`src/rtl/patch_scheduler.sv`:
```
// Patch scheduler: walks an image patch grid, fetching each patch into the
// cache, running the patchifier and handing the result downstream.
module patch_scheduler #(
  parameter int PATCHES_X = 4,
  parameter int PATCHES_Y = 4,
  parameter int IDX_W =
    (PATCHES_X * PATCHES_Y > 1) ? $clog2(PATCHES_X * PATCHES_Y) : 1,
  localparam int ROW_W = (PATCHES_Y > 1) ? $clog2(PATCHES_Y) : 1,
  localparam int COL_W = (PATCHES_X > 1) ? $clog2(PATCHES_X) : 1
) (
  input  logic             clk,
  input  logic             reset,
  input  logic             start,
  input  logic             abort,
  output logic             busy,
  output logic             done,
  output logic             buf_req,
  input  logic             buf_ack,
  output logic [ROW_W-1:0] patch_row,
  output logic [COL_W-1:0] patch_col,
  output logic [IDX_W-1:0] patch_index,
  output logic             pf_en,
  input  logic [1:0]       pf_state,
  output logic             pf_output_taken,
  output logic             out_valid,
  input  logic             out_ready,
  output logic             out_last
);

  typedef enum logic [2:0] {
    S_IDLE,
    S_FETCH,
    S_LAUNCH,
    S_WAIT,
    S_EMIT,
    S_ADVANCE,
    S_FINISH
  } state_t;

  localparam logic [1:0] PF_IDLE = 2'b00;
  localparam logic [1:0] PF_DONE = 2'b10;

  state_t r_state;
  state_t w_next;

  logic [ROW_W-1:0] r_row;
  logic [COL_W-1:0] r_col;
  logic [IDX_W-1:0] r_idx;

  logic w_abort;
  logic w_last;
  logic w_col_wrap;
  logic w_pf_idle;
  logic w_pf_done;

  assign w_abort    = abort && (r_state != S_IDLE);
  assign w_col_wrap = (r_col == COL_W'(PATCHES_X - 1));
  assign w_last     = (r_row == ROW_W'(PATCHES_Y - 1)) && w_col_wrap;
  assign w_pf_idle  = (pf_state == PF_IDLE);
  assign w_pf_done  = (pf_state == PF_DONE);

  always_ff @(posedge clk or posedge reset) begin
    if (reset) r_state <= S_IDLE;
    else       r_state <= w_next;
  end

  always_comb begin
    w_next = r_state;
    if (w_abort) begin
      w_next = S_IDLE;
    end else begin
      unique case (r_state)
        S_IDLE:    if (start)     w_next = S_FETCH;
        S_FETCH:   if (buf_ack)   w_next = S_LAUNCH;
        S_LAUNCH:  if (w_pf_idle) w_next = S_WAIT;
        S_WAIT:    if (w_pf_done) w_next = S_EMIT;
        S_EMIT:    if (out_ready) w_next = S_ADVANCE;
        S_ADVANCE: w_next = w_last ? S_FINISH : S_FETCH;
        S_FINISH:  w_next = S_IDLE;
        default:   w_next = S_IDLE;
      endcase
    end
  end

  // Abort wins over any same-cycle launch, handshake or completion.
  always_comb begin
    busy            = (r_state != S_IDLE);
    done            = (r_state == S_FINISH) && !abort;
    buf_req         = (r_state == S_FETCH);
    pf_en           = (r_state == S_LAUNCH) && w_pf_idle && !abort;
    out_valid       = (r_state == S_EMIT) && !abort;
    pf_output_taken = out_valid && out_ready;
    out_last        = out_valid && w_last;
  end

  // Index advances with the grid position so it never needs a multiplier.
  always_ff @(posedge clk or posedge reset) begin
    if (reset) begin
      r_row <= '0;
      r_col <= '0;
      r_idx <= '0;
    end else if (r_state == S_IDLE && start) begin
      r_row <= '0;
      r_col <= '0;
      r_idx <= '0;
    end else if (r_state == S_ADVANCE && !w_abort && !w_last) begin
      r_idx <= r_idx + IDX_W'(1);
      if (w_col_wrap) begin
        r_col <= '0;
        r_row <= r_row + ROW_W'(1);
      end else begin
        r_col <= r_col + COL_W'(1);
      end
    end
  end

  assign patch_row   = r_row;
  assign patch_col   = r_col;
  assign patch_index = r_idx;

endmodule
```
`config.mk`:
```
export PLATFORM = sky130hd
export DESIGN_NAME = patch_scheduler
export DESIGN_NICKNAME = d
export VERILOG_FILES = /design/src/rtl/patch_scheduler.sv
export SDC_FILE = /design/constraint.sdc
export NUM_CORES = 1
export LEC_CHECK = 0
export CAP_MARGIN = 0
export CORE_AREA = 5 5 61 63
export DETAILED_ROUTE_END_ITERATION = 10
export DIE_AREA = 0 0 66 68
export GPL_ROUTABILITY_DRIVEN = 0
export GPL_TIMING_DRIVEN = 0
export PLACE_DENSITY_LB_ADDON = 0.12
export SLEW_MARGIN = 15
export SYNTH_ARGS = -nofsm -noshare
export SYNTH_HDL_FRONTEND = slang
export SYNTH_SLANG_ARGS = --single-unit
```
`constraint.sdc`:
```
create_clock -name clk -period 3.3 [get_ports clk]
set_clock_uncertainty 0.1 [all_clocks]
set_input_delay 0.66 -clock clk [delete_from_list [all_inputs] [get_ports clk]]
set_output_delay 0.66 -clock clk [all_outputs]
set_load 0.02 [all_outputs]
```
==> Word level (Yosys, flattened, before mapping) <==
Index checks and enable logic that the tools add are counted.
{ "totals": {"reg_bits": 11, "input_bits": 8, "word_cells": 58} }
{ "classes": {"addsub": 3, "n_eq_ne": 14, "mux": 16, "reduce_logical": 21} }
{ "ops": {"columns": ["operator", "n"], "rows": [
  ["3-bit 2-to-1 mux", 7],
  ["3-bit case mux with 6 select lines", 1],
  ["2-bit 2-to-1 mux", 6],
  ["3-bit != test, second input constant", 4],
  ["1-bit logical AND", 11],
  ["3-bit equality test, second input constant", 3],
  ["4-bit 2-to-1 mux", 2],
  ["2-bit equality test, second input constant", 3],
  ["3-bit by 2-bit equality test with 1-bit output, second input constant", 2],
  ["5-bit AND reduction", 1],
  ["2-bit by 1-bit adder with 2-bit output, second input constant", 2],
  ["4-bit by 1-bit adder with 4-bit output, second input constant", 1],
  ["2-bit nonzero test", 2],
  ["3-bit by 1-bit equality test with 1-bit output, second input constant", 1],
  ["1-bit zero test", 3],
  ["3-bit zero test", 1],
  ["3-bit by 1-bit != test with 1-bit output, second input constant", 1],
  ["3-bit nonzero test", 1],
  ["2-bit zero test", 1],
  ["2-bit AND reduction", 1]
]} }

==> Depth between registers and ports, before layout <==
{ "depth": {"depth_word": 7, "ltp_mapped": 5, "mapped_depth_nobuf": 5} }

==> Least setup slack after synthesis <==
No wires, ideal clock.
{ "synth_path": {"path_kind": "input-to-output", "start": "input port abort", "end": "output port pf_output_taken", "arrival_time_ns": 1.556, "required_ns": 2.540, "path_slack_ns": 0.984, "stages": 4, "n_path_buf": 0, "path_cell_list": "nand2b_1 -> or3_1 -> inv_1 -> and2_1"} }
{ "synth_via": {"elab_chain_cells": 3} }
{ "synth_lines": {"columns": ["element", "line", "text"], "rows": [
  ["start: declaration", "14", "input logic abort,"],
  ["1-bit zero test", "91", "out_valid = (r_state == S_EMIT) && !abort;"],
  ["1-bit logical AND", "91", null],
  ["net out_valid", "25", "output logic out_valid,"],
  ["1-bit logical AND", "92", "pf_output_taken = out_valid && out_ready;"],
  ["end: declaration", "24", "output logic pf_output_taken,"]
]} }
The timed path passes the listed nets, and every way through them passes these cells.

==> Worst setup path after layout <==
{ "layout_path": {"start": "input port abort", "end": "output port out_last"} }
{ "layout_via": {"elab_chain_cells": 3} }
{ "layout_lines": {"columns": ["element", "line", "text"], "rows": [
  ["1-bit zero test", "91", null],
  ["1-bit logical AND", "91", null],
  ["1-bit logical AND", "93", "out_last = out_valid && w_last;"],
  ["end: declaration", "27", "output logic out_last"]
]} }
No other way between the ends.

==> impl_metrics.py <==
metrics = {
    "sta": {
        "max_freq_mhz": 312,
        "slew_headroom": 0.703,
        "min_period_ns": 3.21,
        "setup-tns-final_ns": 0,
        "hold_violations": 0,
        "rsz0062_at_grt": "false",
        "finalCritPeriodShare": 0.972,
        "setup_viol": 0,
        "drv_slew": 0,
        "tightest_slew_ns": 0.446,
    },
    "run": {
        "maxCapViolCount": 0,
    },
    "clock_tree": {
        "holdBufCountCts": 0,
        "tritoncts": "yes",
        "numCtsBuffers": 3,
        "clock_sinks": 11,
        "cts-root-buf": "clkbuf_4",
        "clock_path_buffers": 2,
        "htree_levels": 1,
        "cts.clk_slew.worst_paths_ns": 0.07,
        "insertion_delay_ns": 0.27,
    },
    "critical_path": {
        "critPathLaunchType": "primary input",
        "crit_family": "buffers and inverters",
        "cpMostUsedCell": "clkdlybuf4s50_1",
        "critPathSlowestCell": "clkdlybuf4s50_1",
        "worstPathRequired_ns": 2.54,
        "worstPathArrival_ns": 2.45,
        "worst-path-buf-inv": 2,
        "end_kind": "primary output",
        "crit_chain": "clkdlybuf4s50_1 -> nand2b_1 -> or3_1 -> nor2_1 -> clkdlybuf4s50_1",
        "path_class": "primary input to primary output",
        "max_stage_delay_ns": 0.61,
        "startpoint": "abort",
        "crit_fanout": 6,
        "r2r_start": "patch_col[0]",
    },
    "synth": {
        "yosysWarnings": 0,
        "synth_most_common_cell": "dfrtp_1",
        "synth.area.top_cells": "dfrtp_1 37%, ha_1 5.0%, a21oi_1 4.7%, nand3_1 4.7%, xor2_1 4.7%",
        "synthDominantCellAreaShare": 0.370,
        "synth_fp_nets": 93,
        "syn_avg_cell_area_um2": 9.08,
        "synth_commonest_cells": "11 x dfrtp_1, 9 x nor2_1, 7 x a21oi_1, 7 x nand3_1, 5 x nand2b_1",
        "netlist_instances": 82,
        "ys_ff_latch": 11,
        "synth_area_um2": 744,
        "yosysUniqueCellTypes": 31,
        "synth.largest_area_cell": "dfrtp_1",
        "synth_edf_count": 0,
        "yosysSeqAreaShare": 0.370,
        "synthFlopType": "dfrtp_1",
        "async_reset_ff_frac": 1.00,
    },
    "floorplanning": {
        "pin_count": 23,
        "die-area_um2": 4490,
        "start_util": 0.234,
        "rows": 21,
        "die_w_um": 66,
        "core_area_um2": 3180,
        "die_h_um": 68,
    },
    "layout": {
        "antenna_cells": 0,
        "fillCellCount": 355,
        "finalNetCount": 120,
        "syn_to_final_growth_pct": 41.2,
        "drive_gt1_frac": 0.102,
    },
    "placed_design": {
        "port_buffers": 22,
        "dpl.hpwl_um": 1400,
    },
    "detailed_routing": {
        "dr.pass1.iters": 4,
        "routed_via_density": 4.34,
        "drt-initial-drc-count": 23,
        "drc_errors": 0,
        "wl_per_cell_um": 11.8,
        "wl_um": 1820,
        "ant_nets": 0,
        "num_vias": 669,
    },
    "grt": {
        "grt_max_degree": 12,
        "antenna_found_initial": 0,
        "grt_pass1_vias": 648,
        "grt-ovfl-total": 0,
        "grt_usage": 0.0872,
        "grt_pass1_wl_um": 3020,
    },
    "hold_path": {
        "hp-start": "patch_col[0]",
        "hold_class": "flop to flop",
    },
    "power_and_ir_drop": {
        "ir_drop_mv": 0.221,
        "power-per-cell-area_nw_per_um2": 477,
        "finalPower_w": 0.000502,
        "p_leak_nw": 0.468,
    },
    "status": {
        "outcome": "finished clean",
    },
}
power by group:
part / internal (W) / leakage [nW] / switching (W) / total [W]
registers: 0.000147 / 0.152 / 0.0000148 / 0.000162
logic: 0.000116 / 0.301 / 0.000127 / 0.000243
clock network: 0.0000469 / 0.0150 / 0.0000499 / 0.0000968
total: 0.000310 / 0.468 / 0.000192 / 0.000502
layer usage:
layer	part of all wire	routed length (um)	GRT usage	vias up
li1	-	-	-	337
met1	0.49	886	0.110	316
met2	0.46	847	0.140	16
met3	0.049	90	0.0328	0
met4	0	0	0.0228	0
met5	0	0	0	-
metrics by stage:
step | utilization | cell area (um^2) | setup WS (ns) | hold slack, ns | instances
finish | 0.331 | 1050 | 0.0932 | 0.427 | 154
global route | 0.331 | 1050 | 0.0343 | 0.445 | 154
CTS | 0.330 | 1050 | 0.0158 | 0.431 | 154
detailed placement | 0.322 | 1020 | 0.0197 | 0.421 | 150
global placement | 0.322 | 1020 | 0.0172 | 0.412 | 150
floorplan | - | 744 | 0.984 | 0.412 | 82
path summary, 6_finish.rpt:
kind                             endpoint  slack [ns]  cells after the start
max reg2reg                patch_index[0]        1.76                      5
min in group asynchronous    patch_row[0]        0.59                      2
max                              out_last        0.09                      5
min                          patch_col[0]        0.43                      1
max in group asynchronous  patch_index[3]        2.21                      2
min reg2reg                  patch_col[0]        0.43                      1
logic make-up (layout without fill, tap and decap cells):
group           after synthesis  in the layout  share of synthesized area
xor+xnor                      4              4                     0.0471
compound gates               16             16                      0.148
flops                        11             11                      0.370
mux                           2              2                     0.0269
buf+inv                       7             33                     0.0622
fa+ha+maj                     3              3                     0.0504
simple gates                 39             39                      0.296
worst reg2reg max path, cell delays in order, from the launching register on:
cell and delay, ns:
dfrtp_1 0.42, ha_1 0.25, nand2_1 0.28, nand2_2 0.17, xor2_1 0.17, nor2_1 0.09
flip-flops by register name (all words and copies together) (netlist names):
name / flops
patch_index: 4
r_state: 3
patch_col: 2
patch_row: 2
cells in the final DEF, fill, tap and decap left out, types with 2 or more instances in the layout:
cell / Yosys / final
a21oi_1: 7 / 7
and2_1: 2 / 2
buf_6: 2 / 2
clkbuf_4: 0 / 3
clkdlybuf4s50_1: 0 / 21
dfrtp_1: 11 / 11
ha_1: 3 / 3
inv_1: 3 / 3
mux2i_1: 2 / 2
nand2_1: 4 / 4
nand2b_1: 5 / 5
nand3_1: 7 / 7
nand3b_1: 2 / 2
nor2_1: 9 / 9
nor2b_1: 2 / 2
o21ai_0: 2 / 2
o21ai_1: 2 / 2
xor2_1: 4 / 4
what timing repair did:
| action | 4_1_cts | 5_1_grt |
|---|---|---|
| buffers inserted | 0 | 0 |
| endpoints found under the setup margin | 0 | 1 |
| resized for setup | 0 | 1 |
area by class of cell:
class	instances	area, um^2	share of cell area
multi-input cells	64	423	0.402
flip-flops and latches	11	275	0.262
inverters	3	11.3	0.0107
well taps	46	57.6	0.0548
plain buffers	4	35.0	0.0333
repair buffers	22	223	0.212
clock buffers	4	26.3	0.0250
Power figures use the tool's default switching activity.
